===== src/rtl/mult_controller.sv =====
// ----------------------------------------------------------------------------
// mult_controller
//   Moore-style control FSM for a shift-and-add multiplier. It sequences an
//   external datapath holding the multiplicand (A), the multiplier shift
//   register (B) and a double-width product register (P).
//
// Parameters
//   size   : multiplier operand width in bits (2..32)
//
// Ports
//   clk    : clock, all state changes on the rising edge
//   rst    : synchronous active-high reset
//   start  : begin a multiplication (only looked at while idle)
//   b_lsb  : current LSB of the B shift register
//   ldA    : load multiplicand register
//   ldB    : load multiplier shift register
//   clrP   : clear product register
//   ldP    : load P_hi + A into the product upper half
//   shP    : shift product right by one, carry in at the MSB
//   shB    : shift B right by one
//   busy   : high in every state except idle
//   done   : one-cycle completion pulse
// ----------------------------------------------------------------------------
module mult_controller #(
    parameter int unsigned size = 8
) (
    input  logic clk,
    input  logic rst,
    input  logic start,
    input  logic b_lsb,
    output logic ldA,
    output logic ldB,
    output logic clrP,
    output logic ldP,
    output logic shP,
    output logic shB,
    output logic busy,
    output logic done
);

    localparam int unsigned CntW = $clog2(size + 1);
    localparam logic [CntW-1:0] CntLast = CntW'(size - 1);

    typedef enum logic [2:0] {
        StIdle  = 3'd0,
        StLoad  = 3'd1,
        StCheck = 3'd2,
        StAdd   = 3'd3,
        StShift = 3'd4,
        StDone  = 3'd5
    } state_e;

    state_e            state_q, state_d;
    logic [CntW-1:0]   cnt_q, cnt_d;

    // State register
    always_ff @(posedge clk) begin
        if (rst) begin
            state_q <= StIdle;
            cnt_q   <= '0;
        end else begin
            state_q <= state_d;
            cnt_q   <= cnt_d;
        end
    end

    // Next-state and counter logic
    always_comb begin
        state_d = StIdle;
        cnt_d   = cnt_q;
        case (state_q)
            StIdle:  state_d = start ? StLoad : StIdle;
            StLoad: begin
                cnt_d   = '0;
                state_d = StCheck;
            end
            StCheck: state_d = b_lsb ? StAdd : StShift;
            StAdd:   state_d = StShift;
            StShift: begin
                cnt_d   = cnt_q + 1'b1;
                // The last iteration is the one whose shift sees cnt == size-1
                state_d = (cnt_q == CntLast) ? StDone : StCheck;
            end
            StDone:  state_d = StIdle;
            default: state_d = StIdle;
        endcase
    end

    // Outputs decode from state only; unencoded states drive everything low
    always_comb begin
        ldA  = 1'b0;
        ldB  = 1'b0;
        clrP = 1'b0;
        ldP  = 1'b0;
        shP  = 1'b0;
        shB  = 1'b0;
        busy = 1'b0;
        done = 1'b0;
        case (state_q)
            StIdle: ;
            StLoad: begin
                ldA  = 1'b1;
                ldB  = 1'b1;
                clrP = 1'b1;
                busy = 1'b1;
            end
            StCheck: busy = 1'b1;
            StAdd: begin
                ldP  = 1'b1;
                busy = 1'b1;
            end
            StShift: begin
                shP  = 1'b1;
                shB  = 1'b1;
                busy = 1'b1;
            end
            StDone: begin
                done = 1'b1;
                busy = 1'b1;
            end
            default: ;
        endcase
    end

endmodule


===== config.mk =====
export PLATFORM = sky130hd
export DESIGN_NAME = mult_controller
export DESIGN_NICKNAME = d
export VERILOG_FILES = /design/src/rtl/mult_controller.sv
export SDC_FILE = /design/constraint.sdc
export NUM_CORES = 1
export LEC_CHECK = 0
export BUFFER_PORTS_ARGS = -buffer_cell sky130_fd_sc_hd__buf_2
export CAP_MARGIN = 5
export CELL_PAD_IN_SITES_DETAIL_PLACEMENT = 1
export CELL_PAD_IN_SITES_GLOBAL_PLACEMENT = 2
export CORE_UTILIZATION = 28
export CTS_CLUSTER_SIZE = 40
export DETAILED_ROUTE_END_ITERATION = 16
export PLACE_DENSITY_LB_ADDON = 0.1
export SYNTH_ARGS = -nofsm -noshare
export SYNTH_HDL_FRONTEND = slang
export SYNTH_SLANG_ARGS = --single-unit

===== constraint.sdc =====
create_clock -name clk -period 1.2 [get_ports clk]
set_input_delay 0.06 -clock clk [delete_from_list [all_inputs] [get_ports clk]]
set_output_delay 0.06 -clock clk [all_outputs]
set_load 0.01 [all_outputs]

==> impl_metrics.tcl, run 1 <==
set metrics [dict create \
    clk_pin_slew_ns 0.06 \
    rows 14 \
    hold_violations 0 \
    critical_path_class "reg2out" \
    intPower_mw 0.496 \
    filler_cell_count 185 \
    dieArea_mm2 0.00193 \
    synth-seq-area-share_pct 28.4 \
    cts_root_buffer "clkbuf_4" \
    placed_area_um2 582 \
    ir_worst_vdd_uv 534 \
    grt_max_degree 14 \
    grt_pass1_vias 489 \
    mostFrequentLayoutCells "buf_4, buf_2, a21oi_1, buf_6, dfxtp_4" \
    drc 0 \
    io_pins 12 \
    drt_iter0_markers 3 \
    critPathCaptureType "output pin" \
    cts.hold.buffers_added 0 \
    slowest_delay_ns 0.42 \
    p_leak_nw 0.338 \
    hold_class "in2reg" \
    die_h_um 44.0 \
    status "complete, but fails checks" \
    synth_fp_nets 64 \
    cp.arrival_ns 1.21 \
    p_comb_share_pct 33.6 \
    grt_overflow 0 \
    vias 516 \
    insertion_delay_ns 0.26 \
    violations "negative setup slack" \
    syn_inst 59 \
    skew_ns 0.00705 \
    seqPwrFrac_pct 35.0 \
    fin_crit_sh_pct 106 \
    finalCriticalPeriod_ns 1.27 \
    final_common_cell "buf_4" \
    critPathMaxFanout 6 \
    drt_first_pass_iters 4 \
    setup_ws_ns -0.0726 \
    drive_above_1_share_pct 59.8 \
    floorplan.initialDensity_pct 31.3 \
    pre_cts_ws_ns 0.00170 \
    wl_mm 1.43 \
    syn_area_per_cell_um2 8.36 \
    portBuffers 11 \
    place_congestion 0.714 \
    max-cap-violations 0 \
    ys_ff_latch 7 \
    rsz0062_at_grt "true" \
    fmax_mhz 786 \
    switching_share_pct 30.4 \
    viasPerCell 5.27 \
    synth_cell_type_count 31 \
    p_per_area_mw_per_mm2 943 \
    die_w_um 44.0 \
    cts_buffers 3 \
    hpwl_um 874 \
    yosys_warnings 0 \
    area_delta_synth_final_pct 53.0 \
    clkPwrFrac_pct 31.4 \
    htree_levels 1 \
    postLayoutCoreUtil_pct 47.9 \
    final_area_um2 754 \
    slew_headroom_pct 85.7 \
    antenna_left 0 \
    crit_slowest_cell "or3b_4" \
    slew_viol_final 0 \
    antenna_found_initial 0 \
    core_mm2 0.00158 \
    setup_viol 5 \
    antenna_cells 0 \
    crit_required_ns 1.14 \
    cts_tree "done" \
    clock-sinks 7 \
    worstMarginPinSlew_ns 0.213 \
    clockBufferDepth 2 \
    p_sw_mw 0.216 \
    grt_pass1_wl_mm 2.30 \
    cp_cell_sequence "or3b_4, inv_4, buf_6" \
    startpoint_type "register" \
    syn_area_um2 493 \
    routedWlPerCell_um 14.6 \
    p_total_mw 0.711 \
    grt_use_total_pct 17.4 \
    nets 88 \
]
==> area by class of cell <==
class,instances,area [um^2],share of cell area (%)
sequential,7,156,20.7
multi-input combinational,42,332,43.9
clock buffer,4,26.3,3.48
timing repair buffer,26,206,27.4
inverter,3,13.8,1.82
tap,16,20.0,2.65
==> timing repair <==
action	4_1_cts	5_1_grt
buffers inserted	5	3
setup endpoints to repair	9	12
pin swaps	2	7
resized for setup	17	12
==> kinds of logic (layout without fill, tap and decap cells) <==
logic type | after synthesis | count (layout) | share of synthesized area (%)
AND/OR/NAND/NOR | 25 | 25 | 34.0
AO/OA/AOI/OAI | 15 | 15 | 18.8
buffers and inverters | 10 | 33 | 14.2
flip-flops | 7 | 7 | 28.4
adder cells (fa/ha/maj) | 1 | 1 | 2.54
multiplexers | 1 | 1 | 2.03
==> critical path, delay by kind of cell, from the launching register on <==
family,cells,cell delay (ns)
buffers and inverters,2,0.18
DFF,1,0.36
and+or+nand+nor,1,0.42
==> power by group through the flow <==
stage	sequential, mW	clock [mW]	combinational (mW)
finish	0.249	0.224	0.239
global route	0.249	0.257	0.257
CTS	0.251	0.236	0.198
detailed placement	0.261	0	0.151
global placement	0.260	0	0.150
floorplan	0.254	0	0.103
==> sequential cells by signal, summed over array words and instances, names as in the netlist <==
| signal | cells |
|---|---|
| cnt_q | 4 |
| state_q | 3 |
==> metal layers <==
metal	vias to the layer above	part of all wire (%)	global-route usage, %
li1	252	-	-
met1	244	46	22.0
met2	14	46	24.8
met3	6	4.8	5.00
met4	0	3.8	13.3
met5	-	0	0
==> through the flow <==
step           std cells  TNS [ns]  hold slack [ns]
2_1_floorplan         59         0            0.129
3_3_place_gp          87   -0.0287            0.344
3_5_place_dp          87         0            0.348
5_1_grt               98    -0.616           0.0727
6_report              98    -0.229           0.0758
4_1_cts               96    -0.266           0.0619
==> worst paths after layout <==
path	from	endpoint	slack [ns]	depth (start not counted)
max reg2reg	state_q[0]	cnt_q[0]	-0.01	5
max	state_q[1]	clrP	-0.07	3
min reg2reg	cnt_q[1]	cnt_q[1]	0.50	2
min	rst	cnt_q[1]	0.08	2
==> cells in the mapped netlist <==
library cell | number | share of area [%]
or3b_1 | 1 | 1.8
buf_4 | 3 | 4.6
and2_1 | 3 | 3.8
nor4b_2 | 1 | 3.0
a211oi_1 | 1 | 1.5
a21o_1 | 1 | 1.5
nor2b_1 | 2 | 2.5
mux2i_1 | 1 | 2.0
nand4bb_1 | 1 | 2.3
and3b_1 | 1 | 1.8
nor4_1 | 1 | 1.3
and2_2 | 1 | 1.5
buf_8 | 1 | 3.0
o21ai_0 | 4 | 4.1
nor4b_1 | 1 | 1.8
ha_1 | 1 | 2.5
buf_2 | 2 | 2.0
nor2_1 | 4 | 3.0
a21oi_1 | 5 | 5.1
buf_6 | 1 | 2.3
nand3_1 | 3 | 3.0
nor3_1 | 1 | 1.0
nor3b_1 | 2 | 3.0
inv_1 | 3 | 2.3
a31oi_1 | 2 | 2.5
nand3b_1 | 1 | 1.5
a221oi_2 | 1 | 3.0
nand2_1 | 1 | 0.76
and2b_2 | 1 | 1.8
dfxtp_1 | 7 | 28
o21ai_1 | 1 | 1.0
No activity file was read; power rests on OpenSTA's default activity.
==> run 2: changes to the inputs <==
--- a/config.mk
+++ b/config.mk
@@ -9,7 +9,8 @@
 export CAP_MARGIN = 5
 export CELL_PAD_IN_SITES_DETAIL_PLACEMENT = 1
 export CELL_PAD_IN_SITES_GLOBAL_PLACEMENT = 2
-export CORE_UTILIZATION = 28
+export CORE_UTILIZATION = 30
+export CTS_BUF_LIST = sky130_fd_sc_hd__clkbuf_8
 export CTS_CLUSTER_SIZE = 40
 export DETAILED_ROUTE_END_ITERATION = 16
 export PLACE_DENSITY_LB_ADDON = 0.1
==> constraint.sdc (replaced) <==
create_clock -name clk -period 1.2 [get_ports clk]
set_input_delay 0.12 -clock clk [delete_from_list [all_inputs] [get_ports clk]]
set_output_delay 0.12 -clock clk [all_outputs]
set_load 0.01 [all_outputs]
==> run 2 against run 1 <==
Against the previous run: the flow still finishes with violations (negative setup slack); sequential share of layout area is 1.6 points lower; global-route usage increased by 0.53 points; clock skew shrank 0.0057 ns; cell area increased by 5.1%; core utilization grew 4.2 points; sequential power grew 3%; register-to-register slack worse by 0.03 ns; critical path depth did not move; flip-flop and latch count is the same; die area is 6.4% lower; combinational power down 3%; non-clock buffer count grew 1; largest power group is now clock.
==> impl_metrics.tcl, run 2 (synthesized netlist as in run 1, its figures left out) <==
set metrics [dict create \
    largestRegisters "cnt_q: 4 flops, state_q: 3 flops" \
    grt_use_total_pct 18.0 \
    postLayoutCoreUtil_pct 52.1 \
    grt_pass1_wl_mm 2.32 \
    place_congestion 0.739 \
    drt_iter0_markers 2 \
    grt_overflow 0 \
    antenna_cells 0 \
    htree_levels 1 \
    placed_cells 88 \
    max-cap-violations 0 \
    worstMarginPinSlew_ns 0.265 \
    floorplan.initialDensity_pct 32.3 \
    hpwl_um 930 \
    slew_headroom_pct 82.3 \
    placed_area_um2 589 \
    clk_pin_slew_ns 0.04 \
    rsz0062_at_grt "true" \
    startpoint_type "register" \
    hold_violations 0 \
    rows 14 \
    setup_viol 9 \
    finalCriticalPeriod_ns 1.31 \
    pre_cts_ws_ns 0.0220 \
    ir_worst_vdd_uv 741 \
    area_delta_synth_final_pct 60.9 \
    grt_pass1_vias 471 \
    io_pins 12 \
    wl_mm 1.53 \
    final_cells 99 \
    slew_viol_final 0 \
    antenna_left 0 \
    routedWlPerCell_um 15.5 \
    hold_depth 2 \
    grt_max_degree 15 \
    portBuffers 11 \
    reg2reg_depth 5 \
    drt_first_pass_iters 3 \
    dieArea_mm2 0.00181 \
    status "complete, but fails checks" \
    cp_cell_sequence "or3b_4, inv_4, buf_6" \
    p_leak_nw 0.354 \
    insertion_delay_ns 0.24 \
    die_w_um 42.5 \
    fmax_mhz 763 \
    crit_required_ns 1.08 \
    core_mm2 0.00152 \
    critPathCaptureType "output pin" \
    final_common_cell "buf_4" \
    cp.arrival_ns 1.19 \
    final_area_um2 793 \
    nets 89 \
    mostFrequentLayoutCells "buf_4, buf_2, buf_6" \
    hold_class "in2reg" \
    cts_buffers 3 \
    die_h_um 42.5 \
    skew_ns 0.00134 \
    p_per_area_mw_per_mm2 1050 \
    critPathMaxFanout 3 \
    critical_path_class "reg2out" \
    antenna_found_initial 0 \
    tns_ns -0.589 \
    vias 518 \
    slowest_delay_ns 0.41 \
    fin_crit_sh_pct 109 \
    clockBufferDepth 2 \
    cts_tree "done" \
    largest_reg_flops 4 \
    filler_cell_count 177 \
    drc 0 \
    viasPerCell 5.23 \
    violations "negative setup slack" \
    clock-sinks 7 \
    drive_above_1_share_pct 59.0 \
    cts_root_buffer "clkbuf_8" \
    setup_ws_ns -0.110 \
    crit_slowest_cell "or3b_4" \
    largest_register "cnt_q" \
]
run 2: report_power, final:
part	internal, mW	switching [mW]
logic	0.123	0.107
registers	0.243	0.0130
clock network	0.223	0.124
total	0.589	0.244
run 2: repair_timing:
item / CTS / global route
hold buffers: 0 / 0
pin swaps: 3 / 6
gates resized for setup: 14 / 14
setup buffers: 4 / 3
setup endpoints to repair: 8 / 13
run 2: final timing paths:
kind / from / endpoint / slack, ns
setup / recovery: state_q[0] / ldA / -0.11
hold / removal: rst / state_q[2] / 0.14
setup reg to reg: state_q[1] / cnt_q[0] / -0.04
hold reg to reg: cnt_q[3] / cnt_q[3] / 0.56
run 2: layout make-up:
type                    instances  area [um^2]  share of cell area (%)
multi-input cells              42          340                    42.9
repair buffers                 27          223                    28.1
flip-flops and latches          7          151                    19.1
clock buffers                   3         41.3                    5.21
well taps                      16         20.0                    2.52
inverters                       3         13.8                    1.74
clock inverters                 1         3.75                   0.473
run 2: stage by stage:
| stage | hold slack [ns] | power (mW) |
|---|---|---|
| after floorplan | 0.189 | 0.357 |
| after CTS | 0.150 | 0.804 |
| after detailed placement | 0.394 | 0.414 |
| final | 0.145 | 0.833 |
| after global routing | 0.156 | 0.873 |
| after global placement | 0.403 | 0.412 |
run 2: critical path: cells and delay by family (launching register included):
family | cells | cell delay, ns
buf+inv | 2 | 0.17
simple gates | 1 | 0.41
flops | 1 | 0.36
run 2: per-layer routing:
layer	up-vias	wire length (um)	part of all wire (%)	global-route usage (%)
met3	3	67	4.4	8.19
met1	245	651	42	23.0
met5	-	0	0	0
met2	12	792	52	25.8
met4	0	23	1.5	7.50
li1	258	-	-	-
